**src/rtl/seq_bit_transformer.sv**
```systemverilog
// seq_bit_transformer: multi-cycle word transform, one bit-step per clock.
// Modes: rotate-left, rotate-right, bit-reverse, gray-encode; valid/ready both sides.
module seq_bit_transformer #(
  parameter int WIDTH = 8,
  parameter int AMT_W = 3,
  parameter int CNT_W = 4
) (
  input  logic             clk,
  input  logic             rst,
  input  logic [WIDTH-1:0] x,
  input  logic [1:0]       mode,
  input  logic [AMT_W-1:0] amt,
  input  logic             in_valid,
  output logic             in_ready,
  output logic [WIDTH-1:0] y,
  output logic             out_valid,
  input  logic             out_ready,
  output logic             busy
);

  typedef enum logic [1:0] {
    S_IDLE,
    S_RUN,
    S_DONE
  } state_t;

  state_t           r_state;
  state_t           w_state_nxt;
  logic [WIDTH-1:0] r_src;
  logic [WIDTH-1:0] r_res;
  logic [WIDTH-1:0] r_y;
  logic [1:0]       r_mode;
  logic [CNT_W-1:0] r_cnt;
  logic [WIDTH-1:0] w_src_nxt;
  logic [WIDTH-1:0] w_res_nxt;
  logic [WIDTH-1:0] w_result;
  logic             w_accept;
  logic             w_rot_zero;
  logic             w_last;

  // A zero-amount rotate is already finished at accept time.
  assign w_rot_zero = ~mode[1] & (amt == '0);
  assign w_accept   = in_valid & in_ready;
  // Counter at one means this RUN cycle brings it to zero.
  assign w_last     = (r_state == S_RUN) && (r_cnt == CNT_W'(1));
  assign y          = r_y;

  // One bit-step of the latched operation; rotates live in src, the rest in res.
  always_comb begin
    w_src_nxt = r_src;
    w_res_nxt = r_res;
    case (r_mode)
      2'b00: w_src_nxt = {r_src[WIDTH-2:0], r_src[WIDTH-1]};
      2'b01: w_src_nxt = {r_src[0], r_src[WIDTH-1:1]};
      2'b10: begin
        w_res_nxt = {r_res[WIDTH-2:0], r_src[0]};
        w_src_nxt = r_src >> 1;
      end
      default: w_res_nxt = r_src ^ (r_src >> 1);
    endcase
    w_result = r_mode[1] ? w_res_nxt : w_src_nxt;
  end

  // State register.
  always_ff @(posedge clk or posedge rst) begin
    if (rst) r_state <= S_IDLE;
    else     r_state <= w_state_nxt;
  end

  // Next-state and handshake outputs.
  always_comb begin
    w_state_nxt = r_state;
    in_ready    = 1'b0;
    out_valid   = 1'b0;
    busy        = 1'b1;
    case (r_state)
      S_IDLE: begin
        in_ready = 1'b1;
        busy     = 1'b0;
        if (in_valid) w_state_nxt = w_rot_zero ? S_DONE : S_RUN;
      end
      S_RUN: begin
        if (w_last) w_state_nxt = S_DONE;
      end
      S_DONE: begin
        out_valid = 1'b1;
        if (out_ready) w_state_nxt = S_IDLE;
      end
      default: w_state_nxt = S_IDLE;
    endcase
  end

  // Operand capture at accept, stepping in RUN, result load on the last step.
  always_ff @(posedge clk or posedge rst) begin
    if (rst) begin
      r_src  <= '0;
      r_res  <= '0;
      r_y    <= '0;
      r_mode <= '0;
      r_cnt  <= '0;
    end else if (w_accept) begin
      r_src  <= x;
      r_res  <= '0;
      r_mode <= mode;
      if (w_rot_zero) begin
        r_y   <= x;
        r_cnt <= '0;
      end else if (mode == 2'b10) begin
        r_cnt <= CNT_W'(WIDTH);
      end else if (mode == 2'b11) begin
        r_cnt <= CNT_W'(1);
      end else begin
        r_cnt <= CNT_W'(amt);
      end
    end else if (r_state == S_RUN) begin
      r_src <= w_src_nxt;
      r_res <= w_res_nxt;
      r_cnt <= r_cnt - CNT_W'(1);
      if (w_last) r_y <= w_result;
    end
  end

endmodule

```
**config.mk**
```make
export PLATFORM = sky130hd
export DESIGN_NAME = seq_bit_transformer
export DESIGN_NICKNAME = d
export VERILOG_FILES = /design/src/rtl/seq_bit_transformer.sv
export SDC_FILE = /design/constraint.sdc
export NUM_CORES = 1
export LEC_CHECK = 0
export CORE_UTILIZATION = 54
export DETAILED_ROUTE_END_ITERATION = 6
export GPL_TIMING_DRIVEN = 0
export PLACE_DENSITY = 0.75
export SYNTH_ARGS = -nofsm -noshare
export SYNTH_HDL_FRONTEND = slang
export SYNTH_SLANG_ARGS = --single-unit
```
**constraint.sdc**
```tcl
create_clock -name clk -period 1.9 [get_ports clk]
set_clock_uncertainty 0.05 [all_clocks]
set_input_delay 0.19 -clock clk [delete_from_list [all_inputs] [get_ports clk]]
set_output_delay 0.19 -clock clk [all_outputs]
set_load 0.02 [all_outputs]
```
==> impl_metrics.json <==
{
  "status": "finished clean",
  "worst-path-buf-inv": 1,
  "fin_crit_sh_pct": 94.0,
  "max_stage_delay_ns": 0.48,
  "clock_path_buffers": 2,
  "synth_seq_cells": 31,
  "syn_avg_cell_area_um2": 8.66,
  "setup_violations": 0,
  "clock-sinks": 31,
  "crit_chain": "nor2b_1 > and2_1 > buf_2 > nor2_4 > a22o_1",
  "layout-drive-gt1-share_pct": 9.96,
  "slew_violations": 0,
  "firstDrtPassIters": 4,
  "antenna_found_initial": 0,
  "grt_max_degree": 32,
  "fin_util_pct": 69.0,
  "fillers": 286,
  "peakVddDrop_mv": 0.872,
  "area_growth_pct": 20.4,
  "grt_pass1_vias": 1667,
  "clock_tree.root_cell": "clkbuf_4",
  "clk_pin_slew_ns": 0.10,
  "reg2reg_from": "r_state[1]",
  "path_depth": 5,
  "core.rowCount": 21,
  "cts_made_buffers": 5,
  "relSlewSlack_pct": 23.3,
  "first_iter_violations": 107,
  "clk_latency_ns": 0.35,
  "startpoint_type": "register",
  "path_class": "register to register",
  "die-area_um2": 3870,
  "antenna_cells": 0,
  "worstPathArrival_ns": 1.97,
  "max_cap_violations": 0,
  "grt_use_total_pct": 26.7,
  "synthCells": 226,
  "cts-hold-fix-buffers": 0,
  "critPathRequiredTime_ns": 2.08,
  "final_hold_viol_count": 0,
  "die_w_um": 62.2,
  "cts_tree": "built",
  "viasPerCell": 5.69,
  "num_vias": 1748,
  "yosys_warnings": 0,
  "synth_seq_area_share_pct": 39.6,
  "layout_common_cells": "31 x nand2_1, 31 x dfrtp_1, 24 x clkdlybuf4s50_1",
  "synth_nets": 245,
  "cp-end-kind": "register",
  "power_per_cell_area_nw_per_um2": 1830,
  "synth_cell_types": 42,
  "crit_start": "r_state[1]",
  "io_buffers": 27,
  "drt_drc_violations_left": 0,
  "fin_crit_ns": 1.79,
  "initial_core_util_pct": 57.3,
  "r2r-end": "r_res[3]",
  "top_layer_used": "met4",
  "nets": 279,
  "die_h_um": 62.2,
  "grt_pass1_wl_um": 8020,
  "multiInputGateArea_um2": 1050,
  "core_area_um2": 3420,
  "io_pins": 28,
  "route.met2.wl_um": 2190,
  "r2r_cells": 5,
  "tightest_slew_ns": 1.15,
  "wl_per_cell_um": 15.4,
  "grt_overflow": 0,
  "antenna_left": 0,
  "hold_class": "primary input to register",
  "netlist_area_um2": 1960,
  "crit_path_end": "r_res[3]",
  "whs_ns": 0.355,
  "leakage_uw": 0.00103,
  "wl_um": 4740,
  "dp_hpwl_um": 3350,
  "cp_max_fo": 8,
  "cp_top_family": "simple AND/OR/NAND/NOR gates",
  "rrSetupSlack_ns": 0.11,
  "seqCellArea_um2": 776,
  "crit_slowest_cell": "dfrtp_1",
  "gp_congestion": 0.867,
  "wl_met1_um": 2180,
  "rsz0062_at_grt": "false",
  "h-tree-depth": 2,
  "timing.fmax_mhz": 560,
  "met3_wirelength_um": 306
}
## per-layer routing
| layer | track usage [%] | vias up |
|---|---|---|
| met1 | 36.7 | 815 |
| met4 | 10.5 | 0 |
| met5 | 0 | - |
| met2 | 40.8 | 60 |
| met3 | 5.88 | 8 |
| li1 | - | 865 |
## flip-flops by register name (all words and copies together), names as in the netlist
| register | cells |
|---|---|
| r_src | 8 |
| y | 8 |
| r_cnt | 4 |
| r_res | 7 |
| r_state | 2 |
| r_mode | 2 |
## cells in the mapped netlist (all sizes together)
cell / number / area share (%)
a221o: 1 / 0.51
mux2: 1 / 0.58
nand3b: 2 / 0.77
o2bb2ai: 2 / 0.90
nand2b: 3 / 0.96
buf: 14 / 3.8
nor2b: 5 / 1.6
nand2: 31 / 5.9
a211oi: 4 / 1.5
xor2: 3 / 1.3
and3: 1 / 0.32
a21o: 1 / 0.38
nor3b: 2 / 1.3
xnor2: 11 / 4.9
a31oi: 10 / 3.2
clkbuf: 7 / 1.3
dfrtp: 31 / 40
nor4: 1 / 0.32
nor3: 3 / 0.77
ha: 2 / 1.3
o2111ai: 2 / 0.90
a22o: 9 / 4.5
nand3: 1 / 0.26
a22oi: 3 / 1.2
a21boi: 1 / 0.38
o21ba: 1 / 0.51
mux2i: 6 / 3.1
o22a: 1 / 0.45
nor2: 17 / 3.6
o21ai: 17 / 4.3
o211ai: 2 / 0.77
a211o: 4 / 1.8
o22ai: 3 / 0.96
or3b: 1 / 0.45
a21oi: 13 / 3.3
and2: 1 / 0.32
inv: 9 / 1.7
## through the flow
step                cell area [um2]  power [uW]  TNS [ns]  setup WS [ns]  cells
floorplan                      1960        3150         0          0.359    226
global placement               2280        3820   -0.0431        -0.0141    299
detailed placement             2280        3860   -0.0593        -0.0237    299
CTS                            2350        4310         0         0.0163    307
global route                   2360        4670         0         0.0146    307
finish                         2360        4320         0          0.114    307
## where the power goes
| part | leakage, uW | total [uW] | switching (uW) | internal, uW |
|---|---|---|---|---|
| registers | 0.000379 | 1180 | 207 | 976 |
| logic | 0.000608 | 2690 | 1500 | 1180 |
| clock network | 0.0000386 | 449 | 231 | 217 |
| total | 0.00103 | 4320 | 1940 | 2370 |
## cell type report
cell class	instances	share of cell area, %
inverter	9	1.43
tap	46	2.44
buffer	21	4.41
timing repair buffer	27	11.5
multi-input combinational	165	44.4
sequential	31	32.9
clock buffer	8	2.92
## tightest hold or removal path, stage by stage
cell	delay, ns
clkdlybuf4s50_1	0.40
nand2_1	0.07
a31oi_1	0.07
## worst min path at each step
| stage | from | end | slack, ns | cells past startpoint |
|---|---|---|---|---|
| after CTS | x[6] | r_src[6] | 0.36 | 3 |
| final | x[2] | y[2] | 0.35 | 3 |
| after global placement | y[0] | y[0] | 0.44 | 1 |
| after floorplan | rst | r_cnt[0] | 0.24 | 1 |
| after detailed placement | y[0] | y[0] | 0.45 | 1 |
| after global routing | x[3] | y[3] | 0.38 | 3 |
## logic make-up after synthesis
kind of cell | Yosys count | synth area share, %
XOR/XNOR | 14 | 6.27
multiplexers | 7 | 3.64
AO/OA/AOI/OAI | 74 | 25.6
buffers and inverters | 30 | 6.91
AND/OR/NAND/NOR | 68 | 16.7
flip-flops | 31 | 39.6
adder cells (fa/ha/maj) | 2 | 1.28
## repair_timing
action	in CTS	in global routing
buffers inserted	0	0
resized for setup	2	2
endpoints found under the setup margin	2	1
(Power assumes the default switching activity.)
